==> config.mk <==
export PLATFORM = sky130hd
export DESIGN_NAME = reg_write_arbiter_flat
export DESIGN_NICKNAME = d
export VERILOG_FILES = /design/src/rtl/reg_write_arbiter_if.sv /design/src/rtl/reg_write_arbiter.sv /design/src/flat_wrapper.sv
export SDC_FILE = /design/constraint.sdc
export NUM_CORES = 1
export LEC_CHECK = 0
export BUFFER_PORTS_ARGS = -buffer_cell sky130_fd_sc_hd__buf_2
export CAP_MARGIN = 20
export CORE_MARGIN = 4
export CORE_UTILIZATION = 44
export CTS_CLUSTER_DIAMETER = 50
export DETAILED_ROUTE_END_ITERATION = 6
export PLACE_DENSITY = 0.9
export SLEW_MARGIN = 40
export SYNTH_ARGS = -nofsm -noshare
export SYNTH_HDL_FRONTEND = slang
export SYNTH_SLANG_ARGS = --single-unit
==> constraint.sdc <==
create_clock -name clk -period 2.55 [get_ports clk]
set_input_delay 0.255 -clock clk [delete_from_list [all_inputs] [get_ports clk]]
set_output_delay 0.255 -clock clk [all_outputs]
set_load 0.01 [all_outputs]
==> src/rtl/reg_write_arbiter_if.sv <==
// reg_write_arbiter_if: requester valid/ready handshake plus register-file write port.
// master = producers/register-file side, slave = arbiter side.
interface reg_write_arbiter_if #(
   parameter int WIDTH  = 16,
   parameter int ADDR_W = 3,
   parameter int NREQ   = 3
);
   localparam int IW = $clog2(NREQ);
   logic [NREQ-1:0]        req_valid;
   logic [NREQ-1:0]        req_ready;
   logic [NREQ*ADDR_W-1:0] req_addr;
   logic [NREQ*WIDTH-1:0]  req_data;
   logic                   stall;
   logic                   wr_en;
   logic [ADDR_W-1:0]      wr_addr;
   logic [WIDTH-1:0]       wr_data;
   logic [IW-1:0]          grant_id;
   modport master (
      output req_valid, req_addr, req_data, stall,
      input  req_ready, wr_en, wr_addr, wr_data, grant_id
   );
   modport slave (
      input  req_valid, req_addr, req_data, stall,
      output req_ready, wr_en, wr_addr, wr_data, grant_id
   );
endinterface

==> src/rtl/reg_write_arbiter.sv <==
// reg_write_arbiter: round-robin arbiter sharing one register-file write port among NREQ producers.
// Define REG_WR_ARB_FIXED_PRIO_EN for fixed priority (lowest valid index wins, no pointer).
module reg_write_arbiter #(
   parameter int WIDTH  = 16,
   parameter int ADDR_W = 3,
   parameter int NREQ   = 3
) (
   input logic               clk,
   input logic               reset,
   reg_write_arbiter_if.slave bus
);
   localparam int IW = $clog2(NREQ);
   logic [IW-1:0]     ptr, win;
   logic              found, xfer;
   logic              wr_en_q, wr_en_d;
   logic [ADDR_W-1:0] wr_addr_q, wr_addr_d;
   logic [WIDTH-1:0]  wr_data_q, wr_data_d;
   logic [IW-1:0]     grant_id_q, grant_id_d;

`ifdef REG_WR_ARB_FIXED_PRIO_EN
   assign ptr = '0;
`else
   logic [IW-1:0] ptr_q, ptr_d;
   assign ptr = ptr_q;
   always_comb ptr_d = xfer ? ((win == IW'(NREQ-1)) ? '0 : win + 1'b1) : ptr_q;
   always_ff @(posedge clk or posedge reset)
      if (reset) ptr_q <= '0;
      else ptr_q <= ptr_d;
`endif

   // first valid requester at or after ptr, wrapping modulo NREQ
   always_comb begin
      found = 1'b0;
      win   = '0;
      for (int k = 0; k < NREQ; k++)
         if (!found && bus.req_valid[(int'(ptr) + k) % NREQ]) begin
            found = 1'b1;
            win   = IW'((int'(ptr) + k) % NREQ);
         end
   end

   assign xfer          = found & ~bus.stall & ~reset;
   assign bus.req_ready = xfer ? (NREQ'(1'b1) << win) : '0;

   always_comb begin
      wr_en_d    = xfer;
      wr_addr_d  = xfer ? bus.req_addr[win*ADDR_W +: ADDR_W] : wr_addr_q;
      wr_data_d  = xfer ? bus.req_data[win*WIDTH +: WIDTH] : wr_data_q;
      grant_id_d = xfer ? win : grant_id_q;
   end

   always_ff @(posedge clk or posedge reset)
      if (reset) begin
         wr_en_q    <= 1'b0;
         wr_addr_q  <= '0;
         wr_data_q  <= '0;
         grant_id_q <= '0;
      end else begin
         wr_en_q    <= wr_en_d;
         wr_addr_q  <= wr_addr_d;
         wr_data_q  <= wr_data_d;
         grant_id_q <= grant_id_d;
      end

   assign bus.wr_en    = wr_en_q;
   assign bus.wr_addr  = wr_addr_q;
   assign bus.wr_data  = wr_data_q;
   assign bus.grant_id = grant_id_q;
endmodule

==> src/flat_wrapper.sv <==
// flat-port wrapper written by rule: the top's interface ports become plain ports
module reg_write_arbiter_flat 
#(
   parameter int WIDTH  = 16,
   parameter int ADDR_W = 3,
   parameter int NREQ   = 3
)
  (clk, reset, bus_req_valid, bus_req_addr, bus_req_data, bus_stall, bus_req_ready, bus_wr_en, bus_wr_addr, bus_wr_data, bus_grant_id);
  reg_write_arbiter_if #(.WIDTH(WIDTH), .ADDR_W(ADDR_W), .NREQ(NREQ)) bus_i ();
  input logic clk;
  input logic reset;
  input wire logic [$bits(bus_i.req_valid)-1:0] bus_req_valid;
  input wire logic [$bits(bus_i.req_addr)-1:0] bus_req_addr;
  input wire logic [$bits(bus_i.req_data)-1:0] bus_req_data;
  input wire logic [$bits(bus_i.stall)-1:0] bus_stall;
  output wire logic [$bits(bus_i.req_ready)-1:0] bus_req_ready;
  output wire logic [$bits(bus_i.wr_en)-1:0] bus_wr_en;
  output wire logic [$bits(bus_i.wr_addr)-1:0] bus_wr_addr;
  output wire logic [$bits(bus_i.wr_data)-1:0] bus_wr_data;
  output wire logic [$bits(bus_i.grant_id)-1:0] bus_grant_id;
  assign bus_i.req_valid = bus_req_valid;
  assign bus_i.req_addr = bus_req_addr;
  assign bus_i.req_data = bus_req_data;
  assign bus_i.stall = bus_stall;
  assign bus_req_ready = bus_i.req_ready;
  assign bus_wr_en = bus_i.wr_en;
  assign bus_wr_addr = bus_i.wr_addr;
  assign bus_wr_data = bus_i.wr_data;
  assign bus_grant_id = bus_i.grant_id;
  reg_write_arbiter #(.WIDTH(WIDTH), .ADDR_W(ADDR_W), .NREQ(NREQ)) u_core (.clk(clk), .reset(reset), .bus(bus_i));
endmodule
[Yosys cells after proc, flatten, opt, wreduce, memory -nomap -nowiden]
Cells that the tools add are included.
Widths: inputs -> output; s select.
Storage, ports and cells
  register bits after elaboration: 24
  output and inout port bits: 25
  word-level logic and storage cells: 44
Operators by class
  shifts and indexed selects: 3
  $add $sub $neg: 3
  multiplexer cells: 17
  bitwise logic cells: 4
  equal/unequal tests: 1
  divide/modulo/power cells: 3
  reductions and logical operators: 4
  multipliers: 1
  $lt $le $gt $ge: 3
Operators with widths (count)
  $lt 32x4->1 const B: 3
  $mod 32x3->32 const B: 2
  $shiftx 48x7->16: 1
  $mod 3x3->32 const B: 1
  $mux 1: 9
  $shiftx 9x5->3: 1
  $mux 2: 4
  $bmux 1 s2: 3
  $mul 2x2->4 const B: 1
  $add 2x1->3 const B: 1
  $add 2x2->3 const B: 1
  $mux 3: 1
  $shl 1x2->3 const A: 1
  $add 2x1->2 const B: 1
  $and 1x1->1: 2
  $eq 2x2->1 const B: 1
  $logic_and 1x1->1: 2
  $logic_not 1->1: 2
  $not 1->1: 2

[Depth between registers and ports, before layout]
  depth in word-level cells: 14
  depth in mapped cells: 11
  depth with buffers taken out: 9

[Worst setup path before layout]
Ideal clock, no wire load.
  path kind: register to output
  from: reg u_core.ptr_q[0] (netlist: u_core.ptr[0])
  to: out bus_req_ready[1]
  data arrival time: 1.997 ns
  required time: 2.295 ns
  slack: 0.298 ns
  cell stages (with the launch flop): 11
  cell sequence: dfrtp_1 > inv_1 > ha_1 > nand2b_1 > a21oi_4 > nor3_2 > a211o_4 > inv_4 > nand2b_4 > buf_6 > nor2_1
Between the ends
  longest elaborated chain between the ends: 14
  elaborated cells between the ends (all ways): 28
Ends and longest elaborated chain
  from (decl): RTL line reg_write_arbiter.sv:23  | logic [IW-1:0] ptr_q, ptr_d;
  from (signal assigned): RTL line reg_write_arbiter.sv:28  | else ptr_q <= ptr_d;
  parallel branches: the longest is 13 deep, another holds $mod 32x3->32
  $mux 3 *: RTL line reg_write_arbiter.sv:43  | assign bus.req_ready = xfer ? (NREQ'(1'b1) << win) : '0;
  to (decl): RTL line flat_wrapper.sv:16  | output wire logic [$bits(bus_i.req_ready)-1:0] bus_req_ready;
Every way passes the cells marked *. The select of a mux whose other input is x is not followed.

[Worst setup path after layout]
Same ends and word-level chain as after synthesis.

==> results.sh <==
export IMPL_nFillCells=257
export IMPL_cts_made_buffers=3
export IMPL_ir_worst_vdd_mv=0.4852
export IMPL_diodes=0
export IMPL_worstPathMaxFanout=7
export IMPL_die_x_um=67.86
export IMPL_core_sq_mm=0.003390
export IMPL_drv_slew=0
export IMPL_yosysTopAreaCellShare_pct=38.10
export IMPL_start_util_pct=46.51
export IMPL_dp_slack_ns=0.1023
export IMPL_hpwl_um=3227
export IMPL_synth_edf_count=0
export IMPL_synth_flop_cell="dfrtp_1"
export IMPL_outcome="complete, no violations"
export IMPL_setup_viol=0
export IMPL_io_buffers=87
export IMPL_period_share_pct=98.03
export IMPL_worstPathArrival_ns=2.24
export IMPL_yosys_area_share_simple_pct=13.41
export IMPL_layout_common_cells="buf_2, dfrtp_1, mux2i_1"
export IMPL_top_level_ports=88
export IMPL_yosysTopAreaCell="dfrtp_1"
export IMPL_dieHeight_um=67.86
export IMPL_finalCriticalPeriod_ns=2.500
export IMPL_die_area_sq_mm=0.004605
export IMPL_htreeDepth=1
export IMPL_viasPerCell=5.303
export IMPL_worst_r2r_setup_slack_ns=0.28
export IMPL_cts_clk_slew_worst_paths_ns=0.13
export IMPL_num_rows=21
export IMPL_synth_xor_area_share_pct=0
export IMPL_clkSinkCount=24
export IMPL_setup_tns_ns=0
export IMPL_criticalPathCategory="reg -> out"
export IMPL_whs_ns=0.1622
export IMPL_gp_congestion=0.7848
export IMPL_required_ns=2.30
export IMPL_grt_util_met1_pct=23.94
export IMPL_insertion_delay_ns=0.31
export IMPL_hold_class="in -> reg"
export IMPL_synth_net_count=222
export IMPL_start_kind="register"
export IMPL_fin_cells=294
export IMPL_cts_tree="done"
export IMPL_relSlewSlack_pct=67.04
export IMPL_wire_per_inst_um=14.50
export IMPL_routed_wl_um=4262
export IMPL_synthAdderAreaFrac_pct=3.175
export IMPL_drv_cap=0
export IMPL_setup_ws_ns=0.05021
export IMPL_synth_area_leaders="dfrtp_1, mux2i_1, a22oi_1"
export IMPL_busiest_layer="met2"
export IMPL_fin_nets=316
export IMPL_synth_area_per_cell_sq_um=10.17
export IMPL_synth_compound_area_share_pct=23.97
export IMPL_max_stage_delay_ns=0.44
export IMPL_grt_overflow=0
export IMPL_postRouteAntennaNets=0
export IMPL_path_cells="buf_4, ha_4, mux2i_2, nor2_2, nor3_4, a211o_4, inv_4, nand2b_4, nor2_1, buf_2"
export IMPL_synthMuxAreaShare_pct=13.33
export IMPL_grt_pass1_vias=1435
export IMPL_synth_top_family_by_area="compound AO/OA/AOI/OAI gates"
export IMPL_area_growth_pct=42.46
export IMPL_grt_max_degree=25
export IMPL_grtUsageTotal_pct=18.09
export IMPL_p_leak_nw=1.182
export IMPL_syn_inst=155
export IMPL_antenna_found_initial=0
export IMPL_dp_cells=282
export IMPL_critPathSlowestCell="dfrtp_1"
export IMPL_drt_pass1_iter_count=4
export IMPL_first_iter_violations=106
export IMPL_synth_area_sq_mm=0.001577
export IMPL_final_setup_skew_ns=0.005509
export IMPL_timing_fmax_mhz=400.0
export IMPL_p_per_area_mw_per_mm2=1204
export IMPL_drive_gt1_share_pct=53.23
export IMPL_grt_pass1_wl_um=6423
export IMPL_seq_area_frac_synth_pct=38.10
export IMPL_synth_seq_cells=24
export IMPL_ys_types=38
export IMPL_cts_root_buffer="clkbuf_4"
export IMPL_ys_async_sr_fraction_pct=100.0
export IMPL_final_common_cell="buf_2"
export IMPL_clock_path_buffers=2
export IMPL_met3_usage_pct=2.791
export IMPL_finalHoldViolCount=0
export IMPL_end_kind="output pin"
export IMPL_yosys_warnings=0
export IMPL_grt_met2_usage_pct=31.11
export IMPL_vias=1559
export IMPL_worstMarginPinSlew_ns=0.4937
export IMPL_drc=0
==> Yosys cell counts (2+ instances only) <==
library cell	instances
nand2b_1	4
and3_1	2
a22oi_1	12
nor2_1	9
a21oi_1	3
dfrtp_1	24
inv_1	6
nand3_1	7
nand3b_1	2
buf_6	6
o211ai_2	6
o21ai_0	2
o21ai_1	12
mux2i_1	21
nand2_1	10
ha_1	4
buf_2	3
buf_4	2
==> where the power goes <==
group / switching, mW / leakage [nW] / internal, mW
Clock: 0.112 / 0.0279 / 0.159
Combinational: 0.904 / 0.857 / 0.864
Sequential: 0.105 / 0.297 / 0.559
Total: 1.12 / 1.18 / 1.58
==> state kept, by name, indices dropped and copies added, names as in the netlist <==
| signal | flops |
|---|---|
| u_core.bus.wr_data | 16 |
| u_core.ptr | 2 |
| u_core.bus.wr_en | 1 |
| u_core.bus.grant_id | 2 |
| u_core.bus.wr_addr | 3 |
==> final cells by class <==
type / count / area [sq um] / area share (%)
tap: 46 / 57.56 / 2.563
inverter: 7 / 28.78 / 1.281
multi-input combinational: 113 / 952.2 / 42.40
sequential: 24 / 600.6 / 26.74
timing repair buffer: 100 / 554.3 / 24.68
clock inverter: 1 / 30.03 / 1.337
clock buffer: 3 / 22.52 / 1.003
==> what timing repair did <==
item                                    in CTS  in global routing
hold endpoints to repair                    14                  0
pin swaps                                    1                  7
buffers inserted                             2                  5
endpoints found under the setup margin       2                  2
hold buffers                                 1                  0
resized for setup                            9                 11
==> critical path: cells and delay by family (launching register included) <==
kind / cells / cell delay [ns]
adder cells (fa/ha/maj): 1 / 0.19
buffers and inverters: 3 / 0.38
multiplexers: 1 / 0.17
flip-flops: 1 / 0.44
AO/OA/AOI/OAI: 1 / 0.36
AND/OR/NAND/NOR: 4 / 0.40
==> final timing paths <==
path,from,to,depth (start not counted)
worst max register to register,u_core.ptr[0]$_DFFE_PP0P_,u_core.bus.wr_data[7]$_DFFE_PP0P_,10
max in group asynchronous,reset,u_core.bus.wr_data[14]$_DFFE_PP0P_,3
worst min register to register,u_core.bus.wr_data[13]$_DFFE_PP0P_,u_core.bus.wr_data[13]$_DFFE_PP0P_,2
min in group asynchronous,reset,u_core.bus.wr_data[4]$_DFFE_PP0P_,3
worst min-delay path,bus_req_data[32],u_core.bus.wr_data[0]$_DFFE_PP0P_,3
worst max-delay path,u_core.ptr[0]$_DFFE_PP0P_,bus_req_ready[1],10
==> layer usage <==
| metal | share of wire (%) | vias to the layer above |
|---|---|---|
| met5 | 0 | - |
| met4 | 0.77 | 0 |
| met3 | 8.2 | 4 |
| met2 | 50 | 74 |
| met1 | 41 | 724 |
| li1 | - | 757 |
==> per-stage QoR <==
| stage | utilization, % | power (mW) | instance area, sq um |
|---|---|---|---|
| after global placement | 59.87 | 2.111 | 2029 |
| after detailed placement | 59.87 | 2.158 | 2029 |
| after floorplan | - | 1.749 | 1577 |
| after global routing | 66.26 | 2.896 | 2246 |
| after CTS | 63.42 | 2.527 | 2150 |
| final | 66.26 | 2.703 | 2246 |
==> cell families (layout without fill, tap and decap cells) <==
kind of cell             count (synthesis)  after routing
adder cells (fa/ha/maj)                  4              4
AO/OA/AOI/OAI                           48             48
AND/OR/NAND/NOR                         40             40
multiplexers                            21             21
buffers and inverters                   18            111
flip-flops                              24             24
No activity file was read; power rests on OpenSTA's default activity.
